## src/rtl/rf_pkg.sv

```systemverilog
// rf_pkg: shared byte-strobe merge helper for the register file blocks.
package rf_pkg;
  function automatic int strb_width(int data_w);
    return data_w / 8;
  endfunction
  function automatic logic [7:0] strb_merge(logic [7:0] old_b, logic [7:0] new_b, logic en);
    return en ? new_b : old_b;
  endfunction
endpackage

```

## src/rtl/rf_read_port.sv

```systemverilog
// rf_read_port: one registered read port with optional write-to-read bypass.
module rf_read_port
  import rf_pkg::*;
#(
  parameter int DATA_W = 16,
  parameter int ADDR_W = 2,
  parameter int BYPASS = 1,
  localparam int DEPTH = 2 ** ADDR_W,
  localparam int STRB_W = DATA_W / 8
) (
  input  logic                    clk,
  input  logic                    rst_n,
  input  logic                    en,
  input  logic [ADDR_W-1:0]       addr,
  input  logic [DEPTH*DATA_W-1:0] entries,
  input  logic                    wr_ok,
  input  logic [ADDR_W-1:0]       wr_addr,
  input  logic [DATA_W-1:0]       wr_data,
  input  logic [STRB_W-1:0]       wr_strb,
  output logic [DATA_W-1:0]       data,
  output logic                    valid
);
  logic [DATA_W-1:0] cur, merged, nxt;
  logic hit;
  assign cur = entries[addr*DATA_W +: DATA_W];
  assign hit = (BYPASS != 0) && wr_ok && (wr_addr == addr);
  always_comb begin
    merged = cur;
    for (int k = 0; k < STRB_W; k++)
      merged[8*k +: 8] = strb_merge(cur[8*k +: 8], wr_data[8*k +: 8], wr_strb[k]);
    nxt = hit ? merged : cur;
  end
  always_ff @(posedge clk or negedge rst_n)
    if (!rst_n) begin
      data  <= '0;
      valid <= 1'b0;
    end else begin
      valid <= en;
      if (en) data <= nxt;
    end
endmodule

```

## src/rtl/register_file_2r1w.sv

```systemverilog
// register_file_2r1w: parametrised 1-write / 2-read register file with byte strobes,
// registered reads, optional write bypass and read-only entries.
module register_file_2r1w
  import rf_pkg::*;
#(
  parameter int DATA_W = 16,
  parameter int ADDR_W = 2,
  parameter int BYPASS = 1,
  parameter logic [2**ADDR_W-1:0] RO_MASK = '0,
  parameter logic [(2**ADDR_W)*DATA_W-1:0] RST_VALS = '0
) (
  input  logic              CLK,
  input  logic              RST,
  input  logic              Wr_Enable,
  input  logic [ADDR_W-1:0] Wr_Address,
  input  logic [DATA_W-1:0] Wr_Data,
  input  logic [DATA_W/8-1:0] Wr_Strb,
  output logic              Wr_Err,
  input  logic              Rd_Enable_A,
  input  logic [ADDR_W-1:0] Rd_Address_A,
  output logic [DATA_W-1:0] Rd_Data_A,
  output logic              Rd_Valid_A,
  input  logic              Rd_Enable_B,
  input  logic [ADDR_W-1:0] Rd_Address_B,
  output logic [DATA_W-1:0] Rd_Data_B,
  output logic              Rd_Valid_B
);
  localparam int DEPTH = 2 ** ADDR_W;
  localparam int STRB_W = strb_width(DATA_W);
  if (DATA_W % 8 != 0 || $bits(RO_MASK) != DEPTH) begin : g_bad_params
    $error("register_file_2r1w: DATA_W must be a multiple of 8 and RO_MASK DEPTH bits wide");
  end
  logic [DATA_W-1:0] mem [DEPTH];
  logic [DEPTH*DATA_W-1:0] entries;
  logic [DATA_W-1:0] wr_word;
  logic wr_ok, wr_ro;
  assign wr_ro = Wr_Enable & RO_MASK[Wr_Address];
  assign wr_ok = Wr_Enable & ~RO_MASK[Wr_Address];
  always_comb begin
    wr_word = mem[Wr_Address];
    for (int k = 0; k < STRB_W; k++)
      wr_word[8*k +: 8] = strb_merge(mem[Wr_Address][8*k +: 8], Wr_Data[8*k +: 8], Wr_Strb[k]);
  end
  always_ff @(posedge CLK or negedge RST)
    if (!RST) begin
      for (int i = 0; i < DEPTH; i++) mem[i] <= RST_VALS[i*DATA_W +: DATA_W];
      Wr_Err <= 1'b0;
    end else begin
      if (wr_ok) mem[Wr_Address] <= wr_word;
      Wr_Err <= wr_ro;
    end
  for (genvar i = 0; i < DEPTH; i++) begin : g_flat
    assign entries[i*DATA_W +: DATA_W] = mem[i];
  end
  rf_read_port #(.DATA_W(DATA_W), .ADDR_W(ADDR_W), .BYPASS(BYPASS)) u_port_a (
    .clk(CLK), .rst_n(RST), .en(Rd_Enable_A), .addr(Rd_Address_A), .entries(entries),
    .wr_ok(wr_ok), .wr_addr(Wr_Address), .wr_data(Wr_Data), .wr_strb(Wr_Strb),
    .data(Rd_Data_A), .valid(Rd_Valid_A)
  );
  rf_read_port #(.DATA_W(DATA_W), .ADDR_W(ADDR_W), .BYPASS(BYPASS)) u_port_b (
    .clk(CLK), .rst_n(RST), .en(Rd_Enable_B), .addr(Rd_Address_B), .entries(entries),
    .wr_ok(wr_ok), .wr_addr(Wr_Address), .wr_data(Wr_Data), .wr_strb(Wr_Strb),
    .data(Rd_Data_B), .valid(Rd_Valid_B)
  );
endmodule

```

## config.mk

```make
export PLATFORM = sky130hd
export DESIGN_NAME = register_file_2r1w
export DESIGN_NICKNAME = d
export VERILOG_FILES = /design/src/rtl/rf_pkg.sv /design/src/rtl/rf_read_port.sv /design/src/rtl/register_file_2r1w.sv
export SDC_FILE = /design/constraint.sdc
export NUM_CORES = 1
export LEC_CHECK = 0
export BUFFER_PORTS_ARGS = -buffer_cell sky130_fd_sc_hd__buf_2
export CORE_MARGIN = 2
export CORE_UTILIZATION = 63
export CTS_BUF_LIST = sky130_fd_sc_hd__clkbuf_4 sky130_fd_sc_hd__clkbuf_8 sky130_fd_sc_hd__clkbuf_16
export CTS_CLUSTER_DIAMETER = 150
export DETAILED_ROUTE_END_ITERATION = 16
export PLACE_DENSITY = 0.85
export SYNTH_ARGS = -nofsm -noshare
export SYNTH_HDL_FRONTEND = slang
export SYNTH_HIERARCHICAL = 1
export SYNTH_SLANG_ARGS = --single-unit
```

## constraint.sdc

```tcl
create_clock -name CLK -period 1.7 [get_ports CLK]
set_clock_uncertainty 0.05 [all_clocks]
set_input_delay 0.34 -clock CLK [delete_from_list [all_inputs] [get_ports CLK]]
set_output_delay 0.34 -clock CLK [all_outputs]
set_load 0.01 [all_outputs]
```

* Word level (Yosys, flattened, before mapping)
Cells that the tools add are included.
** Storage, ports and cells
- Memory bits (writable) :: 0
- Register bits :: 99
- Logic and storage cells :: 39
- Latch bits :: 0
- Memories kept :: 0
- Input bits :: 29
- Output and inout port bits :: 35
- Bits in read-only memories :: 0
** Operators by class
- Bitwise gates (word level) :: 4
- $lt $le $gt $ge :: 3
- Shifts and indexed selects :: 2
- Multiply operators :: 0
- $add $sub $neg :: 0
- Reductions and logical operators :: 3
- Divide/modulo/power cells :: 0
- Equal/unequal tests :: 2
- Multiplexer cells :: 16
** Operators with widths (count)
- variable part select 64 x 7 -> 16 bit :: 2
- 2-to-1 mux 16 bit :: 5
- bitwise mux 64 bit :: 1
- 2-to-1 mux 8 bit :: 6
- binary-select mux 16 bit (select 2 bit) :: 1
- demux 16 bit (select 2 bit) :: 1
- == test 2 bit :: 2
- greater-or-equal comparator 3 bit (second input constant) :: 1
- logical AND 1 bit :: 3
- < comparator 2 x 3 -> 1 bit (second input constant) :: 1
- < comparator 3 x 1 -> 1 bit (second input constant) :: 1
- NOT 2 -> 3 bit :: 1
- bitwise AND 1 bit :: 2
- binary-select mux 1 bit (select 2 bit) :: 1
- 2-to-1 mux 1 bit :: 1
- NOT 1 bit :: 1

* Depth between registers and ports, before layout
Gate-level depths: netlist of the first run.
- Depth in word-level cells :: 6
- Mapped depth :: 5
- Depth with buffers taken out :: 3

* By module
Netlist of the first run, hierarchy kept.
** Modules (own cells, without submodules)
- rf_read_port :: seq. area each 425.4 µm², area an instance 1443.9 µm², instances 2, cells an instance 118
- register_file_2r1w :: seq. area each 1601.5 µm², area an instance 2533.7 µm², instances 1, cells an instance 168

* Worst setup path after synthesis of the first run
No wires, ideal clock.
- Path type :: input to register
- Start point :: in Wr_Address[1]
- End point :: reg mem (netlist bit entries[0])
- Data arrival time :: 1.337 ns
- Buffers on the path :: 1
- Required time :: 1.525 ns
- Stages :: 3
- Setup time :: 0.125 ns
- Setup slack :: 0.189 ns
- Cells stage by stage :: buf_2 -> nor4b_4 -> mux2_2
** On the way
- Cells in the longest elaborated chain, start to end :: 6
- Elaborated cells on any way between the ends :: 15
- Classes of those cells :: order compare: 2; mux: 9; bitwise: 3; reduce/logical: 1
** Ends and longest elaborated chain
- from (decl) :: RTL line register_file_2r1w.sv:15 : input logic [ADDR_W-1:0] Wr_Address,
- NOT 2 -> 3 bit (implied by the code) :: RTL line register_file_2r1w.sv:42, register_file_2r1w.sv:49
- greater-or-equal comparator 3 bit (implied by the code) (tied with other cells) :: RTL line register_file_2r1w.sv:49 : if (wr_ok) mem[Wr_Address] <= wr_word;
- logical AND 1 bit (implied by the code) or 2-to-1 mux 16 bit (tied branches)
- 2-to-1 mux 16 bit, on equally long branches
- demux 16 bit (select 2 bit) or 2-to-1 mux 8 bit (tied branches) :: RTL line register_file_2r1w.sv:49, rf_pkg.sv:7
- bitwise mux 64 bit :: RTL line register_file_2r1w.sv:49
- to (signal, indexed assignment) :: RTL line register_file_2r1w.sv:49
- to (decl) :: RTL line register_file_2r1w.sv:33 : logic [DATA_W-1:0] mem [DEPTH];
Parallel ways exist; a longest one is shown, timed or not. The select of a mux whose other input is x is not followed.
A chain may end at the register's enable or synchronous reset.

* Worst setup path after layout of the first run
- Start point :: in Rd_Address_B[0]
- End point :: reg u_port_b.data[10]
** On the way
- Cells in the longest elaborated chain, start to end :: 3
- Elaborated cells on any way between the ends :: 5
- Classes of those cells :: eq/ne: 1; shift: 1; mux: 2; reduce/logical: 1
** Ends and longest elaborated chain
- from (decl) :: RTL line register_file_2r1w.sv:24 : input logic [ADDR_W-1:0] Rd_Address_B,
- variable part select 64 x 7 -> 16 bit or == test 2 bit (tied branches) :: RTL line rf_read_port.sv:25, rf_read_port.sv:26
- 2-to-1 mux 8 bit or logical AND 1 bit (tied branches) :: RTL line rf_pkg.sv:7, rf_read_port.sv:26
- 2-to-1 mux 16 bit * :: RTL line rf_read_port.sv:31 : nxt = hit ? merged : cur;
- to (signal assigned) :: RTL line rf_read_port.sv:39 : if (en) data <= nxt;
- to (decl) :: RTL line rf_read_port.sv:20 : output logic [DATA_W-1:0] data,
Mark *: on every way between the ends. The rest lies on a longest branch, timed or not.

==> out/qor.yml, run 1 <==
drt:
  dr_total_vias: 4015
  wl_met3_um: 1179
  drt-total-wl_um: 13420
  drt_iter0_markers: 379
  wl_met2_um: 6574
  antenna_left: 0
  drc: 0
  met1_length_um: 5220
  avgViaCountPerCell: 6.934
  top_layer: "met4"
  dr.pass1.iters: 6
  wl_per_cell_um: 23.17
die:
  core_mm2: 0.008299
  rows: 33
  die_y_um: 96.77
  initial_utilization_pct: 65.32
  dieWidth_um: 96.77
  ios: 64
  die-area_mm2: 0.009363
synthesis:
  syn_nets: 433
  synth-async-reset-ratio_pct: 100.0
  syn_area_per_cell_um2: 13.42
  synth_cells: 404
  yosys_most_used_dff: "dfrtp_1"
  ys_warn_count: 6
  synth_cell_types: 35
  yosysSeqAreaShare_pct: 45.23
  synth_area_mm2: 0.005421
  synth_edf_count: 0
  ys_seq_elements: 98
worst_hold_path:
  hold_path_class: "in -> reg"
clocking:
  clock_latency_ns: 0.37
  cts_root_buf: "clkbuf_8"
  cts_resized: 0
  clk_pin_slew_ns: 0.10
  post_cts_buffers: 0
  cts_buffers: 9
  clk_path_buf_depth: 2
  cts_hold_buf: 1
  htreeDepth: 3
  cts_tree: "done"
  cts.sinks: 98
power:
  power.leakage_nw: 2.515
  power.density_mw_per_mm2: 1107
  peakVddDrop_mv: 0.5201
critical_path:
  worst-path-max-fanout: 16
  crit_arrival_ns: 1.80
  criticalPathCategory: "in -> reg"
  required_ns: 1.95
  cp-start-kind: "primary input"
  cp-end-kind: "register"
final_layout:
  fin_util_pct: 73.07
  drive_gt1_share_pct: 40.93
  num_antenna_cells: 0
  finalNetCount: 498
  syn2layout_area_growth_pct: 11.86
place:
  port-buffer-count: 62
  gp_congestion: 0.9407
  dp.final_hpwl_um: 9737
timing:
  layout_min_cycle_time_ns: 1.549
  finalMaxSlewViolations: 0
  maxSlewHeadroom_pct: 49.29
  fin_setup_tns_ns: 0
  finalHoldViolations: 0
  max_freq_mhz: 645.7
  rsz0062_at_grt: "false"
  setup_viol: 0
  worstMarginPinSlew_ns: 0.7569
  post-route-period-util_pct: 91.10
global_routing:
  grt_max_degree: 40
  overflow: 0
  antenna_found_initial: 0
  grtUsageTotal_pct: 29.59
  grt_pass1_vias: 4062
  grt_pass1_wl_um: 21730
job:
  maxCapViolCount: 0
outcome:
  status: "complete, no violations"
==> layout make-up <==
cell class | instances | area, µm²
clock buffers | 10 | 131.4
repair buffers | 86 | 608.1
inverters | 2 | 7.507
fillers | 502 | 2235
clock inverters | 6 | 95.09
flip-flops and latches | 98 | 2452
well taps | 105 | 131.4
multi-input cells | 272 | 2639
==> report_power, final <==
part	switching (W)	total, W	leakage [nW]	internal (W)
Sequential	0.000351	0.00317	1.15	0.00282
Combinational	0.000887	0.00182	1.25	0.000931
Clock	0.000862	0.00173	0.115	0.000865
==> synthesized netlist by cell type (all sizes together), types with 8 or more instances <==
| master | count | area (µm²) |
|---|---|---|
| a31oi | 38 | 237.7 |
| buf | 16 | 140.1 |
| clkbuf | 8 | 90.09 |
| dfrtp | 98 | 2452 |
| mux2 | 60 | 675.7 |
| mux4 | 32 | 765.7 |
| nand2 | 14 | 62.56 |
| nand4 | 32 | 200.2 |
| nor2 | 38 | 142.6 |
| o31ai | 32 | 240.2 |
==> worst max-delay path, stage by stage <==
cell	delay, ns
buf_2	0.16
buf_12	0.17
xnor2_2	0.60
nand4_1	0.30
a31oi_1	0.23
==> worst paths after layout <==
kind                                    startpoint                             to  slack [ns]  depth (start not counted)
max                                Rd_Address_B[0]  u_port_b/data[10]$_DFFE_PN0P_        0.15                          5
min                                    Wr_Data[12]  u_port_a/data[12]$_DFFE_PN0P_        0.24                          3
max reg2reg                entries[45]$_DFFE_PN0P_  u_port_b/data[13]$_DFFE_PN0P_        0.25                          3
min reg2reg                entries[26]$_DFFE_PN0P_        entries[26]$_DFFE_PN0P_        0.49                          1
max in group asynchronous                      RST   u_port_b/data[6]$_DFFE_PN0P_        0.69                          3
min in group asynchronous                      RST        entries[15]$_DFFE_PN0P_        0.36                          2
==> cells in the final DEF, fill, tap and decap left out <==
master,instances
dfrtp_1,98
buf_2,61
mux2_2,60
nor2_1,38
a31oi_1,38
o31ai_1,32
nand4_1,32
mux4_2,20
buf_4,15
mux4_1,12
nand2_1,10
clkbuf_8,9
buf_12,9
xor2_4,4
nand2_2,4
xnor2_2,4
and2_1,4
inv_6,3
nand3_1,2
inv_1,2
nand4b_1,2
bufinv_16,2
nand2b_1,1
o22ai_1,1
o21ai_0,1
and3_1,1
and3b_1,1
nor2b_1,1
mux2i_1,1
nor4bb_1,1
nor4b_4,1
conb_1,1
clkinv_4,1
clkbuf_4,1
dlygate4sd3_1,1
==> metrics by stage <==
step           std cells  hold WS, ns  worst slack, ns  power (W)  instance area [µm²]
6_report             579       0.2362           0.1513   0.006714                 6065
5_1_grt              579       0.2441           0.1374   0.006996                 6065
4_1_cts              579       0.2210           0.2538   0.006699                 6065
3_5_place_dp         562       0.2282          -0.1077   0.004979                 5828
3_3_place_gp         562       0.2242         -0.04406   0.004827                 5828
2_1_floorplan        404    -0.005591           0.1885   0.004327                 5421
==> cells by family after synthesis <==
logic type	Yosys count	synth area share (%)
AO/OA/AOI/OAI	72	9.024
XOR/XNOR	8	3.231
buffers and inverters	34	6.093
flip-flops	98	45.23
multiplexers	93	26.77
other	1	0.06917
AND/OR/NAND/NOR	98	9.578
==> layer usage <==
| layer | vias to the layer above | global-route usage, % |
|---|---|---|
| met2 | 262 | 47.49 |
| met4 | 0 | 13.00 |
| met5 | - | 0 |
| li1 | 1726 | - |
| met1 | 1973 | 39.35 |
| met3 | 54 | 6.286 |
==> flip-flops by register name, summed over array words and instances (netlist names) <==
name	count
u_port_a/data	16
u_port_b/valid	1
entries	64
u_port_b/data	16
u_port_a/valid	1
No activity file was read; power rests on OpenSTA's default activity.
==> run 2, diff against run 1 <==
--- a/config.mk
+++ b/config.mk
@@ -5,13 +5,13 @@
 export SDC_FILE = /design/constraint.sdc
 export NUM_CORES = 1
 export LEC_CHECK = 0
-export BUFFER_PORTS_ARGS = -buffer_cell sky130_fd_sc_hd__buf_2
 export CORE_MARGIN = 2
-export CORE_UTILIZATION = 63
+export CORE_UTILIZATION = 55
 export CTS_BUF_LIST = sky130_fd_sc_hd__clkbuf_4 sky130_fd_sc_hd__clkbuf_8 sky130_fd_sc_hd__clkbuf_16
 export CTS_CLUSTER_DIAMETER = 150
 export DETAILED_ROUTE_END_ITERATION = 16
-export PLACE_DENSITY = 0.85
+export DONT_BUFFER_PORTS = 1
+export PLACE_DENSITY = 0.7
 export SYNTH_ARGS = -nofsm -noshare
 export SYNTH_HDL_FRONTEND = slang
 export SYNTH_HIERARCHICAL = 1
==> run 2 against run 1 <==
Net effect:
- the run now ends with negative hold slack left
- sequential share of layout area rose by 3.6 points
- final area fell by 8.3%
- worst hold slack got worse by 0.63 ns
- sequential cell count did not move
- total power fell by 12%
- via count fell by 12%
- non-clock buffer count fell by 72
- critical path type is now reg -> reg
- highest routed layer unchanged
==> out/qor.yml, run 2 (synthesized netlist as in run 1, its figures left out) <==
outcome:
  status: "finished, violations left"
  violations: "negative hold slack"
global_routing:
  antenna_found_initial: 0  # unchanged
  grt_pass1_wl_um: 19310  # -11%
  grt_pass1_vias: 3456  # -15%
  grtUsageTotal_pct: 24.35  # -5.2 points
  grt_max_degree: 99  # +150%
  overflow: 0  # unchanged
clocking:
  htreeDepth: 3  # unchanged
  cts_hold_buf: 5  # +4
  post_cts_buffers: 0  # unchanged
  cts_buffers: 9  # unchanged
  clk_pin_slew_ns: 0.10  # about the same
  cts_tree: "done"
  clock_latency_ns: 0.37  # about the same
  cts_resized: 0  # unchanged
  cts_root_buf: "clkbuf_8"
  clk_path_buf_depth: 2  # unchanged
  cts.sinks: 98  # unchanged
die:
  die_y_um: 103.3  # +6.7%
  initial_utilization_pct: 55.98  # -9.3 points
  core_mm2: 0.009684  # +17%
  rows: 36  # +9.1%
  die-area_mm2: 0.01067  # +14%
  dieWidth_um: 103.3  # +6.7%
  ios: 64  # unchanged
drt:
  dr.pass1.iters: 4  # -2
  met1_length_um: 5556  # +6.4%
  top_layer: "met4"
  dr_total_vias: 3526  # -12%
  wl_per_cell_um: 22.76  # -1.8%
  avgViaCountPerCell: 6.591  # -5.0%
  wl_met3_um: 886  # -25%
  antenna_left: 0  # unchanged
  drc: 0  # unchanged
  drt_iter0_markers: 234  # -38%
  wl_met2_um: 5505  # -16%
  drt-total-wl_um: 12180  # -9.2%
place:
  gp_congestion: 0.8177  # -13%
  dp_slack_ns: 0.2187  # +0.3263 ns
  placed_cell_area_mm2: 0.005333  # -8.5%
  port-buffer-count: 0  # -100%
  dp.final_hpwl_um: 8271  # -15%
critical_path:
  cp-end-kind: "register"
  r2r_end: "u_port_a/data[10]$_DFFE_PN0P_"
  worst_r2r_path_depth: 3  # unchanged
  cp_slowest_cell: "mux4_1"
  worst-path-max-fanout: 3  # -13
  crit_arrival_ns: 1.58  # -0.22 ns
  cp-start-kind: "register"
  rrSetupSlack_ns: 0.31  # +0.06 ns
  max_stage_delay_ns: 0.56  # -0.04 ns
  required_ns: 1.89  # -0.06 ns
  criticalPathCategory: "reg -> reg"
  path_cells: "mux4_1 -> o31ai_1 -> a31oi_1"
  reg2reg_from: "entries[26]$_DFFE_PN0P_"
timing:
  finalMaxSlewViolations: 0  # unchanged
  worstMarginPinSlew_ns: 0.4972  # -0.2596 ns
  setup_slack_ns: 0.3053  # +0.1539 ns
  setup_viol: 0  # unchanged
  rsz0062_at_grt: "false"
  layout_min_cycle_time_ns: 1.395  # -0.1539 ns
  max_freq_mhz: 717.0  # +11%
  hold_slack_ns: -0.3965  # -0.6327 ns
  fin_setup_tns_ns: 0  # unchanged
  finalHoldViolations: 98  # +98
  maxSlewHeadroom_pct: 66.74  # +17 points
  post-route-period-util_pct: 82.04  # -9.1 points
final_layout:
  drive_gt1_share_pct: 29.35  # -12 points
  num_antenna_cells: 0  # unchanged
  finalNetCount: 426  # -14%
  final_cell_mix: "98 x dfrtp_1, 60 x mux2_2, 38 x nor2_1, 38 x a31oi_1"
  fin_util_pct: 57.44  # -16 points
  n_fill_cell: 771  # +54%
  layout_commonest_cell: "dfrtp_1"
  largest_reg_flops: 64  # unchanged
  syn2layout_area_growth_pct: 2.608
  fin_area_mm2: 0.005563  # -8.3%
power:
  pwr-share-seq_pct: 54.7  # +7.5 points
  peakVddDrop_mv: 0.4009  # -23%
  clock_power_share_pct: 23.7  # -2.0 points
  power.density_mw_per_mm2: 1065  # -3.8%
  power_switching_w: 0.001765  # -16%
  pwr-share-comb_pct: 21.6  # -5.5 points
  switching_share_pct: 29.80  # -1.5 points
  power.leakage_nw: 2.153  # -14%
  finalPower_w: 0.005924  # -12%
  cell_internal_pwr_w: 0.004159  # -9.9%
worst_hold_path:
  hold_path_class: "in -> async"
job:
  maxCapViolCount: 0  # unchanged
[run 2: routing by layer]
metal	vias to the layer above	GRT usage, %
met1	1791	34.80
met4	0	8.401
met3	16	6.250
met5	-	0
met2	135	36.46
li1	1584	-
[run 2: worst max-delay path, delay by kind of cell, from the launching register on]
kind	cells	cell delay, ns
DFF	1	0.40
AOI/OAI and AO/OA	2	0.25
muxes	1	0.56
[run 2: power by group through the flow]
stage | registers (W) | clock network, W | logic [W]
global placement | 0.00325 | 0 | 0.00121
global route | 0.00332 | 0.00154 | 0.00139
detailed placement | 0.00329 | 0 | 0.00125
CTS | 0.00324 | 0.00143 | 0.00127
floorplan | 0.00317 | 0 | 0.00116
finish | 0.00324 | 0.00140 | 0.00128
[run 2: cell type report]
class	count	area, µm²	area share (%)
Multi-Input combinational cell	272	2639	47.44
Sequential cell	98	2452	44.08
Tap cell	133	166.4	2.991
Clock buffer	10	137.6	2.474
Timing Repair Buffer	14	117.6	2.114
Clock inverter	6	42.54	0.7647
Inverter	2	7.507	0.1350
[run 2: how the worst max path moves through the flow]
stage,from,endpoint,slack [ns],cells past startpoint
2_1_floorplan,Wr_Address[1],entries[0]$_DFFE_PN0P_,0.19,3
3_3_place_gp,Wr_Address[0],entries[37]$_DFFE_PN0P_,0.27,3
3_5_place_dp,Wr_Address[0],entries[38]$_DFFE_PN0P_,0.22,3
4_1_cts,entries[47]$_DFFE_PN0P_,u_port_a/data[15]$_DFFE_PN0P_,0.32,3
5_1_grt,entries[47]$_DFFE_PN0P_,u_port_a/data[15]$_DFFE_PN0P_,0.26,3
6_report,entries[26]$_DFFE_PN0P_,u_port_a/data[10]$_DFFE_PN0P_,0.31,3
[run 2: per-stage QoR]
| step | hold WS (ns) | instances |
|---|---|---|
| final | -0.3965 | 535 |
| after global routing | -0.4165 | 535 |
| after floorplan | -0.005591 | 404 |
| after global placement | -0.001491 | 514 |
| after CTS | -0.4119 | 535 |
| after detailed placement | -0.001571 | 514 |
